<file path="src/rtl/led_sweep_monitor.sv">
// ============================================================================
// led_sweep_monitor : tracks a single lit LED sweeping back and forth
// Rev 1.0
// ============================================================================
`default_nettype none

module led_sweep_monitor #(
  parameter int N     = 8,
  parameter int CNT_W = 16
) (
  input  logic                 divided_clock,
  input  logic                 rst,
  input  logic                 enable,
  input  logic [N-1:0]         led_in,
  output logic [$clog2(N)-1:0] pos,
  output logic                 dir,
  output logic                 locked,
  output logic                 err_pulse,
  output logic [CNT_W-1:0]     err_count,
  output logic [CNT_W-1:0]     bounce_count
);

  localparam int PW = $clog2(N);
  localparam logic [PW-1:0] C_LAST = PW'(N - 1);
  localparam logic [PW-1:0] C_PRE_LAST = PW'(N - 2);

  typedef enum logic [1:0] {
    S_IDLE   = 2'd0,
    S_SEEK   = 2'd1,
    S_ANCHOR = 2'd2,
    S_TRACK  = 2'd3
  } state_t;

  state_t           state_q, state_d;
  logic [PW-1:0]    pos_q, pos_d;
  logic             dir_q, dir_d;
  logic             locked_q;
  logic             err_pulse_q, err_pulse_d;
  logic [CNT_W-1:0] err_cnt_q, err_cnt_d;
  logic [CNT_W-1:0] bnc_cnt_q, bnc_cnt_d;

  logic             sample_valid;
  logic [PW-1:0]    sample_idx;
  logic [PW-1:0]    expected_idx;
  logic             adjacent;

  // Exactly one bit set: non-zero and clearing the lowest set bit leaves zero
  assign sample_valid = (led_in != '0) && ((led_in & (led_in - 1'b1)) == '0);

  always_comb begin
    sample_idx = '0;
    for (int i = 0; i < N; i++) begin
      if (led_in[i]) sample_idx = PW'(i);
    end
  end

  // Widened by one bit so pos+1 at the top end cannot alias to zero
  assign adjacent = ({1'b0, sample_idx} == {1'b0, pos_q} + 1'b1) ||
                    ({1'b0, pos_q} == {1'b0, sample_idx} + 1'b1);

  always_comb begin
    if (pos_q == C_LAST)    expected_idx = C_PRE_LAST;
    else if (pos_q == '0)   expected_idx = PW'(1);
    else if (dir_q)         expected_idx = pos_q + 1'b1;
    else                    expected_idx = pos_q - 1'b1;
  end

  always_comb begin
    state_d     = state_q;
    pos_d       = pos_q;
    dir_d       = dir_q;
    err_pulse_d = 1'b0;
    err_cnt_d   = err_cnt_q;
    bnc_cnt_d   = bnc_cnt_q;

    if (!enable) begin
      state_d = S_IDLE;
    end else begin
      case (state_q)
        S_IDLE, S_SEEK: begin
          if (sample_valid) begin
            pos_d   = sample_idx;
            state_d = S_ANCHOR;
          end else begin
            state_d = S_SEEK;
          end
        end
        S_ANCHOR: begin
          if (!sample_valid) begin
            state_d = S_SEEK;
          end else if (adjacent) begin
            dir_d   = (sample_idx > pos_q);
            pos_d   = sample_idx;
            state_d = S_TRACK;
          end else begin
            pos_d   = sample_idx;
          end
        end
        S_TRACK: begin
          if (sample_valid && (sample_idx == expected_idx)) begin
            pos_d = sample_idx;
            if ((pos_q == '0) || (pos_q == C_LAST)) begin
              dir_d = ~dir_q;
              if (bnc_cnt_q != '1) bnc_cnt_d = bnc_cnt_q + 1'b1;
            end
          end else begin
            err_pulse_d = 1'b1;
            if (err_cnt_q != '1) err_cnt_d = err_cnt_q + 1'b1;
            if (sample_valid) begin
              pos_d   = sample_idx;
              state_d = S_ANCHOR;
            end else begin
              state_d = S_SEEK;
            end
          end
        end
        default: state_d = S_IDLE;
      endcase
    end
  end

  always_ff @(posedge divided_clock or posedge rst) begin
    if (rst) begin
      state_q     <= S_IDLE;
      pos_q       <= '0;
      dir_q       <= 1'b0;
      locked_q    <= 1'b0;
      err_pulse_q <= 1'b0;
      err_cnt_q   <= '0;
      bnc_cnt_q   <= '0;
    end else begin
      state_q     <= state_d;
      pos_q       <= pos_d;
      dir_q       <= dir_d;
      locked_q    <= (state_d == S_TRACK);
      err_pulse_q <= err_pulse_d;
      err_cnt_q   <= err_cnt_d;
      bnc_cnt_q   <= bnc_cnt_d;
    end
  end

  assign pos          = pos_q;
  assign dir          = dir_q;
  assign locked       = locked_q;
  assign err_pulse    = err_pulse_q;
  assign err_count    = err_cnt_q;
  assign bounce_count = bnc_cnt_q;

endmodule

`default_nettype wire

</file>
<file path="config.mk">
export PLATFORM = sky130hd
export DESIGN_NAME = led_sweep_monitor
export DESIGN_NICKNAME = d
export VERILOG_FILES = /design/src/rtl/led_sweep_monitor.sv
export SDC_FILE = /design/constraint.sdc
export NUM_CORES = 1
export LEC_CHECK = 0
export BUFFER_PORTS_ARGS = -buffer_cell sky130_fd_sc_hd__clkbuf_2
export CORE_ASPECT_RATIO = 1.25
export CORE_MARGIN = 10
export CORE_UTILIZATION = 54
export CTS_CLUSTER_DIAMETER = 100
export CTS_CLUSTER_SIZE = 30
export DETAILED_ROUTE_END_ITERATION = 8
export PLACE_DENSITY = 0.79
export SLEW_MARGIN = 20
export SYNTH_ARGS = -nofsm -noshare
export SYNTH_HDL_FRONTEND = slang
export SYNTH_SLANG_ARGS = --single-unit
export TNS_END_PERCENT = 50
</file>
<file path="constraint.sdc">
create_clock -name divided_clock -period 3.49 [get_ports divided_clock]
set_input_delay 0.349 -clock divided_clock [delete_from_list [all_inputs] [get_ports divided_clock]]
set_output_delay 0.349 -clock divided_clock [all_outputs]
set_load 0.005 [all_outputs]
</file>
==> qor.yml <==
grt_max_degree: 41
intPower_w: 0.000757
switching_share: 0.249
antenna_found_initial: 0
worstReg2RegEnd: "bounce_count[11]"
grt_overflow: 0
dp_hpwl_um: 3920
track_usage: 0.150
yosys_warnings: 0
status: "finished, final reports clean"
fillers: 356
antenna_cells: 0
grt_pass1_vias: 2045
async_flop_share: 1.00
num_vias: 1901
drc: 0
fin_skew_ns: 0.00652
routed_via_density: 5.53
switchingPower_w: 0.000252
ioPinCount: 49
fin_tns_setup_ns: 0
synth_flop_cell: "dfrtp_1"
syn_nets: 255
drive_above_1_share: 0.236
ys_types: 47
fmax_mhz: 315
path_max_fanout: 16
cts.path.max_buffers: 2
cts_root_buf: "clkbuf_8"
drt_iter0_markers: 49
regArea_um2: 1000
multi_input_area_um2: 1230
core.rowCount: 26
cts_resized: 0
drtPass1Iterations: 6
pwr-share-clk: 0.398
cts_max_level: 2
synthCells: 234
coreArea_um2: 4100
ys_ff_latch: 40
clk_pin_slew_ns: 0.08
die_w_um: 78.5
worstMarginPinSlew_ns: 0.535
cp.arrival_ns: 3.40
finalMaxSlewViolations: 0
power.share.combinational: 0.127
initial_core_util: 0.564
pwr-share-seq: 0.475
drt_wl_total_um: 5230
period_needed_ns: 3.18
critPathKind: "reg -> reg"
rsz0062_at_grt: "no"
crit_required_ns: 3.71
dieHeight_um: 93.2
nNetsFinal: 308
port_buffers: 48
peakVddDrop_uv: 211
holdWs_ns: 0.145
start_kind: "register"
holdBufCountCts: 0
total_power_w: 0.00101
gp_congestion: 0.866
relSlewSlack: 0.641
wl_per_cell_um: 15.2
drt.antenna.violating_nets: 0
die_area_um2: 7320
maxCapViolCount: 0
clock-sinks: 40
worst_slack_ns: 0.314
reg2reg_slack_ns: 0.31
reg2reg_depth: 8
synth.yosys.seq_area_share: 0.433
netlist_area_um2: 2310
cts_buffers: 5
p_per_area_nw_per_um2: 368
tritoncts: "built"
grt_pass1_wl_um: 9090
clock_latency_ns: 0.30
setup_viol_count_final: 0
power_leakage_nw: 1.40
cp-endpoint: "bounce_count[11]"
period_share: 0.910
synth_edf_count: 0
area_delta_synth_final_pct: 18.7
post-place-ws_ns: 0.404
min_path_type: "in -> async"
end_kind: "register"
synth_area_per_cell_um2: 9.88
hold_violations: 0
postCtsSetupBuffers: 0
synthesized netlist by cell type, types with 2 or more instances:
library cell,instances,area [um^2]
a21boi_0,2,15.0
a21oi_1,7,35.0
a31oi_1,2,12.5
a41oi_1,2,17.5
and3_1,10,62.6
buf_2,2,10.0
clkbuf_1,2,7.51
dfrtp_1,40,1000
ha_1,9,113
inv_1,15,56.3
mux2_2,2,22.5
nand2_1,13,48.8
nand2b_1,3,18.8
nand3_1,16,80.1
nand4_1,10,62.6
nor2_1,21,78.8
nor2b_1,2,12.5
nor3_1,7,35.0
nor4_1,2,12.5
o21a_1,2,15.0
o21ai_0,3,15.0
xnor2_1,23,201
xor2_1,15,131
how the worst min path moves through the flow:
stage | slack, ns | cells after the start | endpoint | startpoint
6_report | 0.15 | 3 | bounce_count[8] | rst
5_1_grt | 0.21 | 3 | bounce_count[6] | rst
4_1_cts | 0.16 | 3 | bounce_count[8] | rst
3_5_place_dp | 0.48 | 1 | err_count[6] | err_count[6]
3_3_place_gp | 0.47 | 1 | bounce_count[3] | bounce_count[3]
2_1_floorplan | 0.48 | 1 | bounce_count[3] | bounce_count[3]
critical path, stage by stage (launching register included):
cell     delay, ns
dfrtp_1       0.47
fa_1          0.48
xnor2_1       0.23
mux2i_1       0.26
mux2_2        0.38
nor3b_4       0.26
nand4_2       0.40
nor4_1        0.45
xor2_1        0.17
logic make-up after synthesis:
group | count (synthesis) | synth area share
and+or+nand+nor | 92 | 0.219
muxes | 4 | 0.0189
adders and majority gates | 11 | 0.0622
buffers and inverters | 20 | 0.0335
xor gates and xnor gates | 38 | 0.144
AOI/OAI and AO/OA | 29 | 0.0898
DFF | 40 | 0.433
power by group through the flow:
stage               Sequential [W]  Combinational [W]  Clock (W)
CTS                       0.000479           0.000130   0.000409
global route              0.000480           0.000143   0.000428
finish                    0.000479           0.000128   0.000402
detailed placement        0.000488           0.000127          0
global placement          0.000487           0.000121          0
floorplan                 0.000487          0.0000883          0
registers in the layout (all words and copies together), names as in the netlist, named ones only:
register	flops
dir	1
bounce_count	16
err_pulse	1
state_q	2
err_count	16
pos	1
locked	1
placed cells by master (no fill, tap or decap), types with 7 or more instances in the layout:
master,synthesis,routed
a21oi_1,7,7
inv_1,15,15
xnor2_1,23,23
and3_1,10,10
ha_1,9,9
nand4_1,10,10
nand2_1,13,13
nor2_1,21,21
nor3_1,7,7
clkbuf_2,0,48
dfrtp_1,40,40
nand3_1,16,16
xor2_1,15,15
metal layers:
layer	part of all wire	track usage	wire length, um	vias to the layer above
met5	0	0	0	-
met4	0.017	0.0719	89	0
met3	0.063	0.0517	329	8
met2	0.53	0.266	2770	48
met1	0.39	0.153	2040	920
li1	-	-	-	925
metrics by stage:
stage	instances	util	cell area, um^2
final	344	0.670	2750
after global routing	344	0.670	2750
after CTS	344	0.670	2750
after detailed placement	336	0.640	2620
after global placement	336	0.640	2620
after floorplan	234	-	2310
cell type report:
type                            count  area share
Timing Repair Buffer               51      0.0957
Clock buffer                        6      0.0301
Tap cell                           56      0.0255
Inverter                           15      0.0205
Multi-Input combinational cell    174       0.449
Clock inverter                      2      0.0141
Sequential cell                    40       0.365
No activity file was read; power rests on OpenSTA's default activity.
